## config.mk

```make
export PLATFORM = sky130hd
export DESIGN_NAME = elevator_car_ctrl
export DESIGN_NICKNAME = d
export VERILOG_FILES = /design/src/rtl/elevator_pkg.sv /design/src/rtl/tick_timer.sv /design/src/rtl/elevator_car_ctrl.sv
export SDC_FILE = /design/constraint.sdc
export NUM_CORES = 1
export LEC_CHECK = 0
export BUFFER_PORTS_ARGS = -buffer_cell sky130_fd_sc_hd__buf_2
export CORE_MARGIN = 2
export CORE_UTILIZATION = 45
export DETAILED_ROUTE_END_ITERATION = 8
export PLACE_DENSITY = 0.71
export SLEW_MARGIN = 10
export SYNTH_ARGS = -nofsm -noshare
export SYNTH_HDL_FRONTEND = slang
export SYNTH_SLANG_ARGS = --single-unit
export TNS_END_PERCENT = 5
```

## constraint.sdc

```tcl
create_clock -name clk -period 4.9 [get_ports clk]
set_input_delay 0.49 -clock clk [delete_from_list [all_inputs] [get_ports clk]]
set_output_delay 0.49 -clock clk [all_outputs]
set_load 0.005 [all_outputs]
```

## src/rtl/elevator_pkg.sv

```systemverilog
// Shared types and helpers for the elevator car controller and its display path.
//   state_t     : car FSM states
//   NUM_FLOORS  : number of served floors (0..6)
//   POS_W       : width of the car position register
//   therm()     : position -> thermometer floor vector (bits[pos-1:0] set)
//   onehot()    : position -> single-bit floor mask
//   above_mask(): floors strictly above a position
package elevator_pkg;

    localparam int unsigned NUM_FLOORS = 7;
    localparam int unsigned POS_W      = 3;
    localparam logic [POS_W-1:0] MAX_POS = 3'd6;

    typedef enum logic [1:0] {
        st_idle,
        st_move_up,
        st_move_down,
        st_door_open
    } state_t;

    function automatic logic [NUM_FLOORS-1:0] therm(input logic [POS_W-1:0] pos);
        return 7'((8'd1 << pos) - 8'd1);
    endfunction

    function automatic logic [NUM_FLOORS-1:0] onehot(input logic [POS_W-1:0] pos);
        return 7'(8'd1 << pos);
    endfunction

    function automatic logic [NUM_FLOORS-1:0] above_mask(input logic [POS_W-1:0] pos);
        return ~(therm(pos) | onehot(pos));
    endfunction

endpackage

```

## src/rtl/tick_timer.sv

```systemverilog
// Loadable down-counter used for both travel and door timing.
//   clk, reset : clock and asynchronous active-low reset
//   load       : load load_val this cycle (wins over counting)
//   load_val   : value to load
//   tick       : count enable; counter decrements on tick while nonzero
//   zero       : counter currently holds zero
module tick_timer #(
    parameter int unsigned WIDTH = 8
) (
    input  logic             clk,
    input  logic             reset,
    input  logic             load,
    input  logic [WIDTH-1:0] load_val,
    input  logic             tick,
    output logic             zero
);

    logic [WIDTH-1:0] cnt_q, cnt_d;

    always_comb begin
        cnt_d = cnt_q;
        if (load) begin
            cnt_d = load_val;
        end else if (tick && (cnt_q != '0)) begin
            cnt_d = cnt_q - WIDTH'(1);
        end
    end

    always_ff @(posedge clk or negedge reset) begin
        if (!reset) begin
            cnt_q <= '0;
        end else begin
            cnt_q <= cnt_d;
        end
    end

    assign zero = (cnt_q == '0);

endmodule

```

## src/rtl/elevator_car_ctrl.sv

```systemverilog
// Car-motion controller for a 7-floor elevator. Latches floor calls, moves the car one
// floor per travel period and holds the door open at each served floor.
//   clk       : system clock
//   reset     : asynchronous active-low reset (homes the car to floor 0)
//   tick      : slow timing enable from the board divider
//   call      : floor request buttons, bit k = floor k
//   floor     : thermometer-coded car position for the HEX display stage
//   pending   : latched, unserved requests
//   door_open : car is standing with the door open
//   dir_up    : car is moving up
//   dir_down  : car is moving down
module elevator_car_ctrl
    import elevator_pkg::*;
#(
    parameter int unsigned TRAVEL_TICKS = 2,
    parameter int unsigned DOOR_TICKS   = 3
) (
    input  logic                  clk,
    input  logic                  reset,
    input  logic                  tick,
    input  logic [NUM_FLOORS-1:0] call,
    output logic [NUM_FLOORS-1:0] floor,
    output logic [NUM_FLOORS-1:0] pending,
    output logic                  door_open,
    output logic                  dir_up,
    output logic                  dir_down
);

    localparam int unsigned TIMER_W = 8;
    localparam logic [TIMER_W-1:0] TRAVEL_VAL = TIMER_W'(TRAVEL_TICKS - 1);
    localparam logic [TIMER_W-1:0] DOOR_VAL   = TIMER_W'(DOOR_TICKS - 1);

    state_t                state_q, state_d;
    logic [POS_W-1:0]      pos_q, pos_d;
    logic [NUM_FLOORS-1:0] pending_q, pending_d;
    logic                  last_up_q, last_up_d;

    logic                  t_load;
    logic [TIMER_W-1:0]    t_val;
    logic                  t_zero;
    logic [NUM_FLOORS-1:0] clr;
    logic [POS_W-1:0]      step_pos;
    logic                  req_above, req_below;

    tick_timer #(
        .WIDTH (TIMER_W)
    ) u_timer (
        .clk      (clk),
        .reset    (reset),
        .load     (t_load),
        .load_val (t_val),
        .tick     (tick),
        .zero     (t_zero)
    );

    assign req_above = |(pending_q & above_mask(pos_q));
    assign req_below = |(pending_q & therm(pos_q));

    always_comb begin
        state_d   = state_q;
        pos_d     = pos_q;
        last_up_d = last_up_q;
        t_load    = 1'b0;
        t_val     = '0;
        clr       = '0;
        step_pos  = pos_q;

        unique case (state_q)
            st_idle: begin
                if (pending_q[pos_q]) begin
                    state_d = st_door_open;
                    t_load  = 1'b1;
                    t_val   = DOOR_VAL;
                    clr     = onehot(pos_q);
                end else if (req_above) begin
                    state_d   = st_move_up;
                    t_load    = 1'b1;
                    t_val     = TRAVEL_VAL;
                    last_up_d = 1'b1;
                end else if (req_below) begin
                    state_d   = st_move_down;
                    t_load    = 1'b1;
                    t_val     = TRAVEL_VAL;
                    last_up_d = 1'b0;
                end
            end

            st_move_up, st_move_down: begin
                if (tick && t_zero) begin
                    step_pos = (state_q == st_move_up) ? pos_q + 3'd1 : pos_q - 3'd1;
                    pos_d    = step_pos;
                    if (pending_q[step_pos]) begin
                        state_d = st_door_open;
                        t_load  = 1'b1;
                        t_val   = DOOR_VAL;
                        // Clear the arrival floor on the entry cycle so a stale bit never
                        // survives into the door period.
                        clr     = onehot(step_pos);
                    end else if ((state_q == st_move_up)
                                 ? |(pending_q & above_mask(step_pos))
                                 : |(pending_q & therm(step_pos))) begin
                        t_load = 1'b1;
                        t_val  = TRAVEL_VAL;
                    end else begin
                        state_d = st_idle;
                    end
                end
            end

            st_door_open: begin
                // Calls for the current floor are swallowed while the door is open.
                clr = onehot(pos_q);
                if (call[pos_q]) begin
                    t_load = 1'b1;
                    t_val  = DOOR_VAL;
                end else if (tick && t_zero) begin
                    t_load = 1'b1;
                    t_val  = TRAVEL_VAL;
                    // Prefer continuing in the last direction of travel.
                    if (last_up_q) begin
                        if (req_above) begin
                            state_d = st_move_up;
                        end else if (req_below) begin
                            state_d   = st_move_down;
                            last_up_d = 1'b0;
                        end else begin
                            state_d = st_idle;
                        end
                    end else begin
                        if (req_below) begin
                            state_d = st_move_down;
                        end else if (req_above) begin
                            state_d   = st_move_up;
                            last_up_d = 1'b1;
                        end else begin
                            state_d = st_idle;
                        end
                    end
                end
            end

            default: state_d = st_idle;
        endcase

        pending_d = (pending_q | call) & ~clr;
    end

    always_ff @(posedge clk or negedge reset) begin
        if (!reset) begin
            state_q   <= st_idle;
            pos_q     <= '0;
            pending_q <= '0;
            last_up_q <= 1'b1;
        end else begin
            state_q   <= state_d;
            pos_q     <= pos_d;
            pending_q <= pending_d;
            last_up_q <= last_up_d;
        end
    end

    pos_in_range: assert property (@(posedge clk) disable iff (!reset) pos_d <= MAX_POS);

    assign floor     = therm(pos_q);
    assign pending   = pending_q;
    assign door_open = (state_q == st_door_open);
    assign dir_up    = (state_q == st_move_up);
    assign dir_down  = (state_q == st_move_down);

endmodule

```

Yosys cells after proc, flatten, opt, wreduce, memory -nomap -nowiden
Index checks and enable logic that the tools add are counted.
Cells by class
  $add $sub $neg: 5
  $lt $le $gt $ge: 2
  eq/ne operators: 10
  shift operators: 2
  muxes and demuxes: 57
  bitwise gates (word level): 11
  reduce and logical (&&, ||, !) cells: 15
Operator list (count)
  $and A7 B7 Y7: 5
  $mux W2: 16
  $reduce_or A7 Y1: 4
  $mux W1: 27
  $pmux W8 S3: 1
  $mux W7: 3
  $not A7 Y7: 3
  $or A7 B7 Y7: 3
  $pmux W7 S3: 1
  $mux W8: 2
  $shl A1 B3 Y7 const A: 2
  $sub A7 B1 Y7 const B: 2
  $reduce_and A5 Y1: 2
  $bmux W1 S3: 3
  $logic_not A8 Y1: 1
  $lt A3 B4 Y1 const B: 2
  $reduce_bool A8 Y1: 1
  $sub A8 B1 Y8 const B: 1
  $ne A2 B2 Y1 const B: 3
  $ne A3 B3 Y1 const B: 2
  $pmux W2 S3: 1
  $eq A2 B2 Y1 const B: 2
  $ne A4 B4 Y1 const B: 1
  $reduce_bool A2 Y1: 2
  11 further kinds: 12
Word-level totals
  register bits: 21
  output and inout bits: 17

Depth between registers and ports, before layout
  depth after elaboration: 14
  gate-level depth with buffers: 16
  gate-level depth less buffers: 16

Hierarchy
Synthesis repeated with hierarchy kept, for this count alone.
Second synthesis, totals
  cells, all modules: 266
  area total of the unflattened synthesis: 2307.2 µm²
By module, submodules not included
  elevator_car_ctrl: times used 1, cells an instance 201, area each 1735.4 µm², seq. area each 326.6 µm²
  tick_timer: times used 1, cells an instance 65, area each 571.8 µm², seq. area each 200.2 µm²

Worst setup path before layout
No wires, ideal clock.
  kind: register to register
  start point: reg pos_q[0]
  end point: reg state_q[0]
  data arrival time: 3.849 ns
  path slack: 0.926 ns
  stages on the path, launching flop included: 17
  period minus slack after synthesis: 3.974 ns
  path through: dfrtp_1 -> buf_4 -> clkbuf_1 -> inv_1 -> fa_1 -> xnor3_2 -> buf_6 -> nand2_1 -> ha_1 -> inv_1 -> ha_1 -> a21oi_1 -> o2111a_1 -> a32oi_1 -> or3_4 -> a221oi_4 -> mux2_4
Between the ends
  word-level cells in the longest chain between the ends: 12
  elaborated cells on any way between the ends: 41
  those cells by class: add/sub: 4; eq/ne: 3; shift: 2; mux: 19; bitwise: 8; reduce/logical: 5
RTL lines
  start, declared: line elevator_car_ctrl.sv:34  | logic [POS_W-1:0] pos_q, pos_d;
  start signal, assigned: line elevator_car_ctrl.sv:156  | pos_q <= pos_d;
  parallel branches: the longest is 12 deep, another holds $sub A7 B1 Y7
  end signal, assigned: line elevator_car_ctrl.sv:150  | state_q <= st_idle;
  end signal, assigned: line elevator_car_ctrl.sv:155  | state_q <= state_d;
  end, declared: line elevator_car_ctrl.sv:33  | state_t state_q, state_d;
Parallel ways; which one is timed is not known. The select of a mux whose other input is x is not followed.
A chain may end at the register's enable or synchronous reset.

Worst setup path after layout
  start point: reg state_q[1]
  end point: reg state_q[0]
Between the ends
  word-level cells in the longest chain between the ends: 11
  elaborated cells on any way between the ends: 26
  those cells by class: add/sub: 1; eq/ne: 8; shift: 1; mux: 7; bitwise: 4; reduce/logical: 5
RTL lines
  $eq A2 B1 Y1: line elevator_car_ctrl.sv:68, elevator_car_ctrl.sv:90, elevator_car_ctrl.sv:99
  $mux W3: line elevator_car_ctrl.sv:90  | step_pos = (state_q == st_move_up) ? pos_q + 3'd1 : pos_q - 3'd1;
  $shl A1 B3 Y7: line elevator_pkg.sv:22, elevator_pkg.sv:26
  $sub A7 B1 Y7: line elevator_pkg.sv:22  | return 7'((8'd1 << pos) - 8'd1);
  $or A7 B7 Y7: line elevator_pkg.sv:30  | return ~(therm(pos) | onehot(pos));
  $not A7 Y7: line elevator_pkg.sv:30
  $and A7 B7 Y7: line elevator_car_ctrl.sv:100  | ? |(pending_q & above_mask(step_pos))
  $reduce_or A7 Y1: line elevator_car_ctrl.sv:100
  $mux W1: line elevator_car_ctrl.sv:100
  $ne A3 B3 Y1 (no source line)
  $reduce_and A5 Y1 (no source line)
Parallel ways exist; a longest one is shown, timed or not. The select of a mux whose other input is x is not followed.

==> metrics <==
core area=around 4700 um2; Max Clock Skew=0.00404 ns; post-CTS setup buffer count=0; WP data required=about 5.1 ns; slowest cell on the critical path=or3_4; CP arrival=4.22 ns; max-slew violation count=0; Slew @ Worst Pin=0.643 ns; root buf cell=clkbuf_8; Final Hold Vio Count=0; RSZ-0062 raised after global routing=no; Via-to-Cell Ratio=5.84; Mapped Nets=291; port bufs=26; Rows=25; number of global-route vias before repair=approximately 1900; relative slew slack=56.7%; top cells by area, synth=dfrtp_1 23%, ha_1 13%, nand2_1 4.9%, inv_1 3.9%, nor2_1 3.7%; MaxCap Viol Count=0; clk_lat worst skew=approximately 0.27 ns; CP Capture Type=flop; Min-Delay Path Class=in -> async; largest net degree at the start of global routing=23; crit-path most repeated cell=ha_1; Top Ports=27; most common cell after layout, fill and taps aside=nand2_1; crit start category=flop; ANT cells=0; Post-synth EDFFs=0; Area Growth Syn to Fin=9.76%; clk sinks=21; crit-path cells=inv_1 > ha_1 > inv_1 > ha_1 > inv_1 > ha_1 > nand2_1 > ha_1 > o21ai_0 > ha_1 > nand2_1 > o2111a_1 > a32oi_1 > or3_4 > a221oi_4 > mux2_4; wire per inst=between 15 and 20 um; Mapped Cells=~260; slowest stage delay, CP=0.44 ns; TritonCTS clock tree=yes; Resize count post-CTS=0; crit share post-route=82.8%; Max Buffers Root-to-Sink=2; Starting Density=47.0%; antenna violations before repair=0; WL final=5.55 mm; Layout Utilization=51.5%; CP Class=reg -> reg; Synth warnings=0; final estimated routing congestion in global placement=0.880; clock-pin slew on the worst setup and hold paths=about 0.09 ns; Avg Inst Size Synth=approximately 8.6 um2; Cell Area, Placed=2390 um2; most frequent cells in the layout=29 x nand2_1, 26 x buf_2, 23 x inv_1, 23 x ha_1, 22 x nor2_1; height of the die=74.2 um; # fillers=461; DRC Markers=0; share of layout cells above drive strength 1=about a fifth; Yosys reg bits=21; DPL Wire Length=4.20 mm; H-tree levels=1; # hold bufs at CTS=0; status=complete, no violations; Max Clk Rate=247 MHz; Nets=314; setup_tns=0 ns; via count=around 2000; ANT nets after route=0; die width=between 70 and 80 um; final setup fails=0; Synth Flop Type=dfrtp_1; FFs w/ async S/R, synth=100%; sequential area share after synthesis=23.7%; Num CTS Buffers=3; die area=approximately 5500 um2; post-route cell area=2430 um2; Unique masters post-synth=58; first drt pass iteration count=4; minimum clock period=4.06 ns; first-pass GRT wire length=8.89 mm; Synth Cell Area=2220 um2; GRT Util Overall=21.1%; Synth area leader=dfrtp_1; crit path max fanout=7; Synth top area share=22.6%; total gr overflow=0; Initial DRC Count=112
[sequential cells by signal (all words and copies together) (netlist names)]
| signal | flops |
|---|---|
| pending | 7 |
| u_timer.cnt_q | 8 |
| pos_q | 3 |
| last_up_q | 1 |
| state_q | 2 |
[kinds of logic after synthesis]
kind of cell | Yosys count | synth area share (%)
buffers and inverters | 33 | 6.54
DFF | 21 | 23.7
and+or+nand+nor | 94 | 20.6
adders and majority gates | 24 | 13.9
xor gates and xnor gates | 9 | 4.96
muxes | 15 | 9.02
AOI/OAI and AO/OA | 61 | 21.3
[worst max-delay path: cells and delay by family, from the launching register on]
kind | cells | cell delay (ns)
DFF | 1 | 0.40
buffers and inverters | 3 | 0.28
and+or+nand+nor | 3 | 0.66
muxes | 1 | 0.32
AOI/OAI and AO/OA | 4 | 0.71
adders and majority gates | 5 | 1.56
[worst paths after layout]
| kind | startpoint | end | slack, ns | depth (start not counted) |
|---|---|---|---|---|
| worst max-delay path | state_q[1]$_DFFE_PN0P_ | state_q[0]$_DFFE_PN0P_ | 0.84 | 16 |
| worst min-delay path | reset | u_timer.cnt_q[6]$_DFFE_PN0P_ | 0.19 | 1 |
| max in group asynchronous | reset | last_up_q$_DFFE_PN1P_ | 4.35 | 1 |
| worst max register to register | state_q[1]$_DFFE_PN0P_ | state_q[0]$_DFFE_PN0P_ | 0.84 | 16 |
| min in group clk | call[3] | pending[3]$_DFF_PN0_ | 0.49 | 3 |
| worst min register to register | u_timer.cnt_q[6]$_DFFE_PN0P_ | u_timer.cnt_q[6]$_DFFE_PN0P_ | 0.56 | 2 |
[through the flow]
| step | hold WS [ns] | setup WS [ns] | cells |
|---|---|---|---|
| 2_1_floorplan | 0.194 | 0.926 | 257 |
| 3_3_place_gp | 0.487 | 0.914 | 342 |
| 3_5_place_dp | 0.491 | 0.916 | 342 |
| 4_1_cts | 0.194 | 0.881 | 346 |
| 5_1_grt | 0.202 | 0.623 | 346 |
| 6_report | 0.189 | 0.844 | 346 |
[per-layer routing]
metal / track usage [%] / up-vias / wire [um]
met2: 34.4 / 93 / 2530
met5: 0 / - / 0
met3: 2.17 / 10 / 471
met4: 5.36 / 0 / 76
li1: - / 985 / -
met1: 30.1 / 933 / 2470
[final cells by class]
type	count	area, um2	area share, %
clock buffers	3	41.3	1.70
well taps	67	83.8	3.44
multi-input cells	203	1550	63.5
repair buffers	28	145	5.96
inverters	23	86.3	3.55
clock inverters	1	5.00	0.206
flip-flops and latches	21	527	21.6
[synth_stat cells (5+ instances only)]
cell type and count:
a32oi_1 5, a21oi_1 10, inv_1 23, a22oi_1 9
mux2i_1 8, clkbuf_1 5, nor3_1 6, nand2_1 29
nand3_1 9, o21ai_0 11, dfrtp_1 20, nor2_1 22
o221a_2 5, ha_1 23, nand2b_1 5, and3_1 5
Power is not shown: default switching activity piles up to over one toggle a cycle in this logic, so the estimate is an artifact.
